===== src/rtl/tt_um_interval_capture.sv =====
// Interval capture tile: measures high-pulse width or rising-to-rising period
// of an asynchronous input in clk cycles, with valid/ack handshake and overflow.
module tt_um_interval_capture #(
    parameter int SYNC_STAGES = 2
) (
    input  logic       clk,
    input  logic       rst_n,
    input  logic       ena,
    input  logic [7:0] ui_in,
    output logic [7:0] uo_out,
    input  logic [7:0] uio_in,
    output logic [7:0] uio_out,
    output logic [7:0] uio_oe
);

    typedef enum logic [1:0] {
        ST_IDLE      = 2'd0,
        ST_WAIT_EDGE = 2'd1,
        ST_MEASURE   = 2'd2,
        ST_DONE      = 2'd3
    } state_t;

    logic                   sig_i;
    logic                   arm_i;
    logic                   mode_i;
    logic                   ack_i;

    logic [SYNC_STAGES-1:0] sync_q;
    logic                   s_prev_q;
    logic                   s_cur;
    logic                   rise;
    logic                   fall;
    logic                   end_evt;

    state_t                 state_q;
    logic [7:0]             count_q;
    logic                   ovf_q;
    logic                   mode_q;
    logic [7:0]             result_q;
    logic                   overflow_q;
    logic                   valid_q;
    logic                   busy_q;

    logic                   unused_inputs;

    assign sig_i  = ui_in[0];
    assign arm_i  = ui_in[1];
    assign mode_i = ui_in[2];
    assign ack_i  = ui_in[3];

    assign unused_inputs = &{1'b0, ui_in[7:4], uio_in};

    assign s_cur   = sync_q[SYNC_STAGES-1];
    assign rise    = s_cur & ~s_prev_q;
    assign fall    = ~s_cur & s_prev_q;
    // The end event uses the mode latched at the start edge, not the live pin.
    assign end_evt = mode_q ? rise : fall;

    always_ff @(posedge clk or posedge rst_n) begin
        if (rst_n) begin
            sync_q     <= '0;
            s_prev_q   <= 1'b0;
            state_q    <= ST_IDLE;
            count_q    <= 8'd0;
            ovf_q      <= 1'b0;
            mode_q     <= 1'b0;
            result_q   <= 8'd0;
            overflow_q <= 1'b0;
            valid_q    <= 1'b0;
            busy_q     <= 1'b0;
        end else if (ena) begin
            sync_q   <= {sync_q[SYNC_STAGES-2:0], sig_i};
            s_prev_q <= s_cur;

            case (state_q)
                ST_IDLE: begin
                    if (arm_i) begin
                        state_q <= ST_WAIT_EDGE;
                        busy_q  <= 1'b1;
                    end
                end

                ST_WAIT_EDGE: begin
                    if (!arm_i) begin
                        state_q <= ST_IDLE;
                        busy_q  <= 1'b0;
                    end else if (rise) begin
                        state_q <= ST_MEASURE;
                        count_q <= 8'd1;
                        ovf_q   <= 1'b0;
                        mode_q  <= mode_i;
                    end
                end

                ST_MEASURE: begin
                    // Abort wins over a coincident end event.
                    if (!arm_i) begin
                        state_q <= ST_IDLE;
                        busy_q  <= 1'b0;
                    end else if (end_evt) begin
                        state_q    <= ST_DONE;
                        result_q   <= count_q;
                        overflow_q <= ovf_q;
                        valid_q    <= 1'b1;
                        busy_q     <= 1'b0;
                    end else if (count_q == 8'hFF) begin
                        ovf_q <= 1'b1;
                    end else begin
                        count_q <= count_q + 8'd1;
                    end
                end

                ST_DONE: begin
                    if (ack_i) begin
                        state_q <= ST_IDLE;
                        valid_q <= 1'b0;
                    end
                end

                default: begin
                    state_q <= ST_IDLE;
                    busy_q  <= 1'b0;
                    valid_q <= 1'b0;
                end
            endcase
        end
    end

    assign uo_out  = result_q;
    assign uio_out = {5'b00000, busy_q, overflow_q, valid_q};
    assign uio_oe  = 8'b0000_0111;

endmodule


===== config.mk =====
export PLATFORM = sky130hd
export DESIGN_NAME = tt_um_interval_capture
export DESIGN_NICKNAME = d
export VERILOG_FILES = /design/src/rtl/tt_um_interval_capture.sv
export SDC_FILE = /design/constraint.sdc
export NUM_CORES = 1
export LEC_CHECK = 0
export BUFFER_PORTS_ARGS = -buffer_cell sky130_fd_sc_hd__buf_2
export CAP_MARGIN = 20
export CORE_UTILIZATION = 35
export DETAILED_ROUTE_END_ITERATION = 7
export HOLD_SLACK_MARGIN = 0.05
export PLACE_DENSITY_LB_ADDON = 0.15
export REMOVE_ABC_BUFFERS = 1
export SYNTH_ARGS = -nofsm -noshare
export SYNTH_HDL_FRONTEND = slang
export SYNTH_SLANG_ARGS = --single-unit

===== constraint.sdc =====
create_clock -name clk -period 2.75 [get_ports clk]
set_input_delay 0.1375 -clock clk [delete_from_list [all_inputs] [get_ports clk]]
set_output_delay 0.1375 -clock clk [all_outputs]
set_load 0.02 [all_outputs]

==> summary.md, run 1 <==
| Metric | Value |
|---|---|
| FILL cells | `423` |
| Aggregate routed wire length | `2890 µm` |
| H-tree lvl count | `1` |
| Drt first pass iters | `4` |
| Endpoint type of the worst setup path | `flop` |
| Num rows | `23` |
| Gr ovfl total | `0` |
| CP Data Required Time | `2930 ps` |
| Layout Skew | `8.09 ps` |
| Most frequent cells in the layout | `dfrtp_1, buf_2, nand2_1, mux2_2, conb_1` |
| Drt via density | `5.26` |
| Area growth from synthesis to layout | `9.38%` |
| Crit Path Class | `flop to flop` |
| Clock latency on the worst-skew pair | `280 ps` |
| Clock buffer depth | `2` |
| Clock Pin Slew Worst Setup and Hold Paths | `100 ps` |
| # diodes | `0` |
| Total CTS buffers | `3` |
| Max-Cap Viols | `0` |
| First-pass GRT wire length | `4800 µm` |
| Yosys warnings | `0` |
| Clk root buf | `clkbuf_8` |
| Unrepaired setup endpoints after global routing | `no` |
| Mapped cell area | `0.00156 mm²` |
| Core footprint | `0.00414 mm²` |
| Worst Hold Path Cells | `2` |
| Final Hold Viols | `0` |
| Synth Area in XOR/XNOR | `0%` |
| Drt initial violations | `34` |
| Critical path peak fanout | `12` |
| Final TNS setup | `0 ps` |
| Worst hold margin | `84.4 ps` |
| Layout cells sized above 1 | `28.4%` |
| Initial core utilization | `37.7%` |
| Static Leakage | `0.812 nW` |
| Post-synthesis sequential area ratio | `41.7%` |
| Commonest non-fill, non-tap cell in the layout | `dfrtp_1` |
| Gpl congestion | `0.729` |
| Vias in the first global route | `1,033` |
| DR WL/cell | `13.7 µm` |
| Status | `finished, final reports clean` |
| Simple-gate share of the synthesized area | `17.9%` |
| Crit path DAT | `2390 ps` |
| Routed Antenna Nets | `0` |
| PostCTS Resize Cnt | `0` |
| Via count | `1,115` |
| Tcrit/Tclk final | `80.4%` |
| Fmax | `452 MHz` |
| Final nets | `189` |
| Least-Margin Pin Slew | `539 ps` |
| VDD IR max | `0.000308 V` |
| R2R cell count | `7` |
| Register Area | `651 µm²` |
| Largest net degree at the start of global routing | `27` |
| EDFF count, synth | `0` |
| Pwr dens | `732 mW/mm²` |
| Final setup vio count | `0` |
| Mux cell area share after synthesis | `11.4%` |
| Final worst path period need | `2210 ps` |
| Final slew viol count | `0` |
| Startpoint types | `flop` |
| Compound-Gate Fraction of Synth Area | `11.9%` |
| Drt drc | `0` |
| Post-synthesis adder-cell area fraction | `5.61%` |
| Tightest Hold Check Type | `input port to flop` |
| Setup Fix Bufs, Post-CTS | `0` |
| Area occupied by multi-input gates | `779 µm²` |
| Top_reg_cell synth | `dfrtp_1` |
| Largest family of logic cells by synthesized area | `simple AND/OR/NAND/NOR gates` |
| I/O pin count | `43` |
| Die area | `0.00473 mm²` |
| Post-synth ARST share | `100%` |
| Overall Power | `0.00125 W` |
| Post-synth cell types | `41` |
| Total GRT Usage | `13.8%` |
| Port Buf Inserts | `17` |
| Syn Area/Cell | `10.6 µm²` |
| Flops & latches, synth | `26` |
| Die Y | `68.8 µm` |
| Dpl hpwl | `2080 µm` |
| Hold_buf cts | `0` |
| CTS tree | `yes` |
| Max_slew headroom | `64.1%` |
| Die Wd | `68.8 µm` |
| CTS Sinks | `26` |
| Initial antenna violation count | `0` |
| Post-Syn Instances | `147` |
[cell type report]
cell class / count / share of cell area [%]
clock buffer: 4 / 3.22
inverter: 8 / 1.76
multi-input combinational: 104 / 45.6
sequential: 26 / 38.1
tap: 50 / 3.66
timing repair buffer: 20 / 7.62
[critical path, stage by stage, from the launching register on]
cell,delay (ps)
dfrtp_1,430
inv_1,120
ha_1,300
and4b_1,260
a2111oi_4,380
nand2_2,240
o21bai_1,210
a21o_1,170
[path summary, 6_finish.rpt]
path,startpoint,to,slack [ps]
worst min register to register,uo_out[4],uo_out[4],510
min in group asynchronous,rst_n,s_prev_q,430
worst max register to register,state_q[0],count_q[7],540
worst max-delay path,state_q[0],count_q[7],540
max in group asynchronous,rst_n,count_q[3],1850
worst min-delay path,ui_in[0],sync_q[0],80
[sequential cells by signal, indices dropped and copies added, names as in the netlist]
signal	flops
valid_q	1
count_q	8
ovf_q	1
s_prev_q	1
mode_q	1
busy_q	1
overflow_q	1
state_q	2
sync_q	2
uo_out	8
[synthesized netlist by cell type, types with 2 or more instances]
master | number | area share, %
nand2_1 | 13 | 3.1
nand3_1 | 7 | 2.2
a21oi_1 | 2 | 0.64
mux2_2 | 13 | 9.4
o31ai_1 | 3 | 1.4
nor3_4 | 2 | 2.1
o21ai_1 | 3 | 0.96
inv_1 | 8 | 1.9
o21ai_0 | 3 | 0.96
clkbuf_1 | 3 | 0.72
nor2_1 | 4 | 0.96
buf_4 | 16 | 7.7
a31oi_1 | 2 | 0.80
o221ai_1 | 2 | 1.1
mux2i_1 | 2 | 1.3
conb_1 | 2 | 0.48
nand4_1 | 3 | 1.2
and2_1 | 3 | 1.2
dfrtp_1 | 26 | 42
or4_1 | 2 | 0.96
nor3_1 | 2 | 0.64
ha_1 | 7 | 5.6
[layer usage]
layer / vias up / wire length (µm) / global-route usage, %
met5: - / 0 / 0
met4: 0 / 41 / 5.36
met3: 5 / 131 / 1.97
met2: 37 / 1370 / 21.7
met1: 541 / 1350 / 19.0
li1: 532 / - / -
[through the flow]
| stage | utilization (%) | std cells | setup slack [ps] | cell area (µm²) |
|---|---|---|---|---|
| floorplan | - | 138 | 704 | 1460 |
| global placement | 39.0 | 206 | 578 | 1620 |
| detailed placement | 39.0 | 206 | 552 | 1620 |
| CTS | 40.3 | 210 | 528 | 1670 |
| global route | 41.2 | 212 | 344 | 1710 |
| finish | 41.2 | 212 | 538 | 1710 |
[cell families (layout without fill, tap and decap cells)]
group	count (synthesis)	in the layout
AO/OA/AOI/OAI	23	23
adder cells (fa/ha/maj)	7	7
buffers and inverters	28	32
flip-flops	26	26
multiplexers	16	16
other	2	13
AND/OR/NAND/NOR	45	45
[report_power, final]
group          internal (W)  switching, W  total [W]
clock network      0.000128      0.000127   0.000255
logic              0.000181      0.000269   0.000450
registers          0.000462     0.0000836   0.000545
total              0.000771      0.000480    0.00125
(Power assumes the default switching activity.)
==> inputs of run 2 (changes only) <==
Clock period 2.75 ns to 2.1 ns, I/O delays scaled along.
==> run 2 against run 1 <==
Sequential share of layout area fell by 1.4 points. Fmax grew 13%. Critical path depth is the same. Highest routed layer unchanged. Wire length grew 0.14%. Worst hold slack lost 21 ps. Critical endpoint is now count_q[3]. Flip-flop and latch count did not move. Combinational power up 50%. Sequential power is 31% higher.
==> summary.md, run 2 (synthesized netlist as in run 1, its figures left out) <==
| Metric | Value |
|---|---|
| Crit Path Class | `flop to flop` |
| Initial core utilization | `37.7% (unchanged)` |
| Final slew viol count | `0 (unchanged)` |
| Routed Antenna Nets | `0 (unchanged)` |
| Drt via density | `5.10 (-3.1%)` |
| CP Data Required Time | `2280 ps (-650 ps)` |
| GR peak layer | `met2` |
| Clk root buf | `clkbuf_8` |
| Critical path's slowest cell | `dfrtp_1` |
| Layout cells sized above 1 | `33.5% (+5.1 points)` |
| Dpl hpwl | `2110 µm (+1.5%)` |
| Place WS | `119 ps (-433 ps)` |
| Total CTS buffers | `3 (unchanged)` |
| Final worst path period need | `1960 ps (-251 ps)` |
| CTS tree | `yes` |
| Area growth from synthesis to layout | `13.6%` |
| Aggregate routed wire length | `2900 µm (+0.14%)` |
| FILL cells | `412 (-2.6%)` |
| Crit path DAT | `2140 ps (-250 ps)` |
| Least-Margin Pin Slew | `508 ps (-31.1 ps)` |
| Final nets | `197 (+4.2%)` |
| # diodes | `0 (unchanged)` |
| Tcrit/Tclk final | `93.4% (+13 points)` |
| Port Buf Inserts | `17 (unchanged)` |
| Max_slew headroom | `65.8% (+1.8 points)` |
| Final setup vio count | `0 (unchanged)` |
| Drt drc | `0 (unchanged)` |
| First-pass GRT wire length | `4860 µm (+1.1%)` |
| Critical path's top delay family | `compound AO/OA/AOI/OAI gates` |
| Fmax | `510 MHz (+13%)` |
| Commonest non-fill, non-tap cell in the layout | `dfrtp_1` |
| Core footprint | `0.00414 mm² (unchanged)` |
| Clock latency on the worst-skew pair | `270 ps (about the same)` |
| VDD IR max | `0.000392 V (+27%)` |
| Critical path peak fanout | `4 (-8)` |
| Static Leakage | `0.850 nW (+4.7%)` |
| Drt initial violations | `25 (-26%)` |
| I/O pin count | `43 (unchanged)` |
| Largest net degree at the start of global routing | `27 (unchanged)` |
| Endpoint type of the worst setup path | `flop` |
| Most frequent cells in the layout | `dfrtp_1, buf_2, nand2_1, mux2_2, conb_1` |
| Final Util | `42.8% (+1.6 points)` |
| Num rows | `23 (unchanged)` |
| Pwr dens | `1010 mW/mm² (+38%)` |
| Die Wd | `68.8 µm (unchanged)` |
| Fin cells | `220 (+3.8%)` |
| H-tree lvl count | `1 (unchanged)` |
| Grt met3 use | `2.47% (+0.49 points)` |
| Tightest Hold Check Type | `input port to flop` |
| Initial antenna violation count | `0 (unchanged)` |
| Clock Pin Slew Worst Setup and Hold Paths | `90 ps (about the same)` |
| CP Buf/Inv Count | `2 (+1)` |
| Worst setup margin | `139 ps (-399 ps)` |
| Placed Cells | `213 (+3.4%)` |
| Max-Cap Viols | `0 (unchanged)` |
| Final TNS setup | `0 ps (unchanged)` |
| Die Y | `68.8 µm (unchanged)` |
| Die area | `0.00473 mm² (unchanged)` |
| Startpoint types | `flop` |
| Layout Skew | `4.70 ps (-3.39 ps)` |
| Met2 GRT Util | `22.5% (+0.86 points)` |
| Critical Path Max Stage Delay | `430 ps (about the same)` |
| CTS Sinks | `26 (unchanged)` |
| Status | `finished, final reports clean` |
| Gr ovfl total | `0 (unchanged)` |
| Via count | `1,121 (+0.54%)` |
| Met1 usage | `18.9% (-0.19 points)` |
| Gpl congestion | `0.745 (+2.3%)` |
| Clock buffer depth | `2 (unchanged)` |
| Crit path cell chain | `inv_1, ha_2, and4b_1, a2111oi_4, buf_4, nand3_1, o31ai_1` |
| Total GRT Usage | `14.0% (+0.24 points)` |
| DR WL/cell | `13.2 µm (-3.5%)` |
| Vias in the first global route | `1,083 (+4.8%)` |
| Unrepaired setup endpoints after global routing | `no` |
| Final Hold Viols | `0 (unchanged)` |
| Drt first pass iters | `4 (unchanged)` |
-- run 2: worst paths after layout --
check | endpoint | startpoint | slack (ps) | cells after the start
max in group asynchronous | count_q[3] | rst_n | 1410 | 4
worst max register to register | count_q[3] | state_q[0] | 140 | 7
worst min-delay path | mode_q | ui_in[2] | 60 | 2
min in group asynchronous | mode_q | rst_n | 440 | 4
worst max-delay path | count_q[3] | state_q[0] | 140 | 7
worst min register to register | uo_out[3] | uo_out[3] | 510 | 1
-- run 2: report_power, final --
| group | switching (W) | total, W | internal, W |
|---|---|---|---|
| clock network | 0.000158 | 0.000413 | 0.000255 |
| logic | 0.000371 | 0.000674 | 0.000302 |
| registers | 0.000108 | 0.000712 | 0.000605 |
-- run 2: through the flow --
step,power (W),hold slack [ps],cell area [µm²]
2_1_floorplan,0.00115,145,1460
3_3_place_gp,0.00135,177,1670
3_5_place_dp,0.00137,190,1670
4_1_cts,0.00180,54.6,1750
5_1_grt,0.00193,56.4,1770
6_report,0.00180,63.6,1770
-- run 2: layout make-up --
cell class | count | area, µm² | share of cell area, %
Multi-Input combinational cell | 104 | 790 | 44.5
Sequential cell | 26 | 651 | 36.7
Clock buffer | 3 | 41.3 | 2.33
Tap cell | 50 | 62.6 | 3.53
Clock inverter | 1 | 30.0 | 1.69
Inverter | 8 | 30.0 | 1.69
Timing Repair Buffer | 28 | 170 | 9.59
-- run 2: layer usage --
layer | vias to the layer above | share of wire, %
li1 | 545 | -
met1 | 543 | 50
met2 | 31 | 45
met3 | 2 | 3.7
met4 | 0 | 0.66
met5 | - | 0
-- run 2: worst register-to-register path: stages (launching register included) --
cell and delay, ps:
dfrtp_1 430, inv_1 90, ha_2 210, and4b_1 230, a2111oi_4 320, buf_4 180, nand3_1 150, o31ai_1 270
-- run 2: what timing repair did --
action	4_1_cts	5_1_grt
resized for setup	0	3
hold buffers	1	0
hold endpoints to repair	26	0
setup endpoints to repair	0	4
buffers inserted	0	2
==> inputs of run 3 (changes only) <==
Settings changed: ABC_AREA set to 1, SLEW_MARGIN set to 20.
==> run 3 against run 2 <==
The flow now finishes with violations (DRC). Design area rose by 0.71%. Sequential power is 2% higher. Final cell count grew 29%. Utilization decreased by 2.6 points. Worst setup slack improved by 210 ps. First-iteration DRC count rose to 2.5 times the previous value. Global-route usage is 0.83 points higher. Non-clock buffer count decreased by 5. Critical path depth rose by 1. Via count is 15% higher. Clock skew down 2.6 ps. Critical endpoint is now count_q[0].
==> summary.md, run 3 <==
| Metric | Value |
|---|---|
| Most common cell in the netlist | `nand2_1` |
| Pwr dens | `1030 mW/mm² (+1.9%)` |
| Part of the power in combinational logic | `45.7% (+8.2 points)` |
| Post-synth ARST share | `100% (unchanged)` |
| Port Buf Inserts | `17 (unchanged)` |
| Final Util | `40.2% (-2.6 points)` |
| Final Hold Viols | `0 (unchanged)` |
| Final nets | `260 (+32%)` |
| EDFF count, synth | `0 (unchanged)` |
| FF-to-FF End | `count_q[0]` |
| Most frequent cells in the layout | `nand2_1, dfrtp_1, inv_1` |
| Total CTS buffers | `3 (unchanged)` |
| I/O pin count | `43 (unchanged)` |
| Critical path peak fanout | `12 (+8)` |
| Grt met3 use | `2.31% (-0.16 points)` |
| Drt drc | `4 (+4)` |
| Status | `finished, violations left` |
| Final TNS setup | `0 ps (unchanged)` |
| Fmax | `572 MHz (+12%)` |
| Met1 usage | `20.6% (+1.8 points)` |
| Routed Antenna Nets | `0 (unchanged)` |
| Num rows | `24 (+4.3%)` |
| Crit path DAT | `1910 ps (-230 ps)` |
| Dpl hpwl | `2340 µm (+11%)` |
| Core footprint | `0.00444 mm² (+7.2%)` |
| Met2 GRT Util | `23.7% (+1.2 points)` |
| Final setup vio count | `0 (unchanged)` |
| Drt first pass iters | `6 (+2)` |
| Clk root buf | `clkbuf_8` |
| Top post-synthesis cells by count | `nand2_1, dfrtp_1, inv_1` |
| Vias in the first global route | `1,298 (+20%)` |
| Place WS | `229 ps (+110 ps)` |
| GR peak layer | `met2` |
| Commonest non-fill, non-tap cell in the layout | `nand2_1` |
| CTS tree | `yes` |
| VDD IR max | `0.000385 V (-1.9%)` |
| Largest net degree at the start of global routing | `27 (unchanged)` |
| Final worst path period need | `1750 ps (-214 ps)` |
| Yosys warnings | `0 (unchanged)` |
| H-tree lvl count | `1 (unchanged)` |
| Drt initial violations | `63 (+150%)` |
| Syn Area/Cell | `7.68 µm² (-28%)` |
| Startpoint types | `flop` |
| Mapped cell area | `0.00164 mm² (+5.2%)` |
| Switching pwr | `0.000795 W (+25%)` |
| Internal power | `0.00105 W (-9.6%)` |
| Clock latency on the worst-skew pair | `260 ps (about the same)` |
| Gr ovfl total | `0 (unchanged)` |
| Worst hold margin | `95.1 ps (+31.5 ps)` |
| Die Wd | `70.5 µm (+2.5%)` |
| Post-Syn Instances | `214 (+46%)` |
| Hold Path End | `mode_q` |
| Sw Share | `43.1% (+7.7 points)` |
| Static Leakage | `0.974 nW (+15%)` |
| DR WL/cell | `11.1 µm (-16%)` |
| Area growth from synthesis to layout | `8.76%` |
| Gpl congestion | `0.747 (+0.17%)` |
| Clock buffer depth | `2 (unchanged)` |
| Die area | `0.00497 mm² (+5.0%)` |
| Total GRT Usage | `14.9% (+0.83 points)` |
| Layout cells sized above 1 | `17.7% (-16 points)` |
| Max-Cap Viols | `0 (unchanged)` |
| Clock Pin Slew Worst Setup and Hold Paths | `90 ps (about the same)` |
| Post-synth cell types | `25 (-39%)` |
| Failing checks | `DRC` |
| Synth area leader | `dfrtp_1` |
| Crit Path Class | `flop to flop` |
| CP Data Required Time | `2260 ps (-20 ps)` |
| CTS Sinks | `26 (unchanged)` |
| Drt via density | `4.52 (-11%)` |
| Worst setup margin | `353 ps (+214 ps)` |
| Tightest Hold Check Type | `input port to flop` |
| Endpoint type of the worst setup path | `flop` |
| Unrepaired setup endpoints after global routing | `no` |
| First-pass GRT wire length | `5950 µm (+23%)` |
| Post-synth top area share | `39.6% (-2.1 points)` |
| Hold wc startpoint | `ui_in[2]` |
| # diodes | `0 (unchanged)` |
| Tcrit/Tclk final | `83.2% (-10 points)` |
| FF-to-FF Start | `state_q[0]` |
| Synth top area cells | `dfrtp_1, nand2_1, buf_4, ha_1, inv_1` |
| Layout Skew | `2.14 ps (-2.57 ps)` |
| Slack of the worst reg-to-reg path | `350 ps (+210 ps)` |
| Die Y | `70.5 µm (+2.5%)` |
| Clk pwr share | `15.0% (-7.9 points)` |
| Reg power frac | `39.3% (-0.3 points)` |
| Aggregate routed wire length | `3150 µm (+8.7%)` |
| R2R cell count | `8 (+1)` |
| Post-synthesis sequential area ratio | `39.6% (-2.1 points)` |
| Via count | `1,285 (+15%)` |
| Worst Hold Path Cells | `3 (+1)` |
| Flops & latches, synth | `26 (unchanged)` |
| Top_reg_cell synth | `dfrtp_1` |
| Initial core utilization | `37.0% (-0.72 points)` |
| Initial antenna violation count | `0 (unchanged)` |
| Final slew viol count | `0 (unchanged)` |
## run 3: area by class of cell
cell class	instances	area (µm²)
Inverter	24	90.1
Clock buffer	3	41.3
Tap cell	52	65.1
Multi-Input combinational cell	156	805
Sequential cell	26	651
Fill cell	483	2660
Timing Repair Buffer	23	135
## run 3: worst max-delay path: stages (launching register included)
cell and delay [ps]:
dfrtp_1 440, inv_1 110, ha_2 280, inv_1 170
nand2_1 90, nand2_2 170, nand3_2 220, nand2_1 120
nand2_1 50
## run 3: cell families after synthesis
family,Yosys count,share of synthesized area (%)
AOI/OAI and AO/OA,26,9.37
DFF,26,39.6
other,2,0.457
and+or+nand+nor,110,31.1
adders and majority gates,7,5.33
buffers and inverters,43,14.1
## run 3: worst max path at each step
stage | to | cells after the start | slack, ps | start
floorplan | count_q[0] | 8 | 490 | state_q[0]
global placement | count_q[5] | 8 | 250 | state_q[0]
detailed placement | count_q[3] | 8 | 230 | state_q[0]
CTS | count_q[0] | 8 | 220 | state_q[0]
global route | count_q[7] | 8 | 160 | state_q[0]
finish | count_q[0] | 8 | 350 | state_q[0]
## run 3: power by group through the flow
stage / combinational, W / clock [W] / sequential [W]
2_1_floorplan: 0.000518 / 0 / 0.000798
3_3_place_gp: 0.000838 / 0 / 0.000732
3_5_place_dp: 0.000844 / 0 / 0.000736
4_1_cts: 0.000852 / 0.000299 / 0.000725
5_1_grt: 0.000964 / 0.000315 / 0.000743
6_report: 0.000843 / 0.000278 / 0.000725
## run 3: timing repair
action	CTS	global route
endpoints found under the setup margin	0	3
setup buffers	0	0
endpoints found under the hold margin	27	0
hold buffers	2	0
resized for setup	0	1
## run 3: per-stage QoR
stage | instances | power (W) | instance area, µm²
final | 284 | 0.00185 | 1790
after detailed placement | 279 | 0.00158 | 1720
after global placement | 279 | 0.00157 | 1720
after floorplan | 206 | 0.00132 | 1540
after CTS | 284 | 0.00188 | 1780
after global routing | 284 | 0.00202 | 1790
## run 3: layer usage
metal,up-vias,routed length (µm)
met5,-,0
met4,0,36
met1,576,1650
met3,4,71
li1,682,-
met2,23,1400
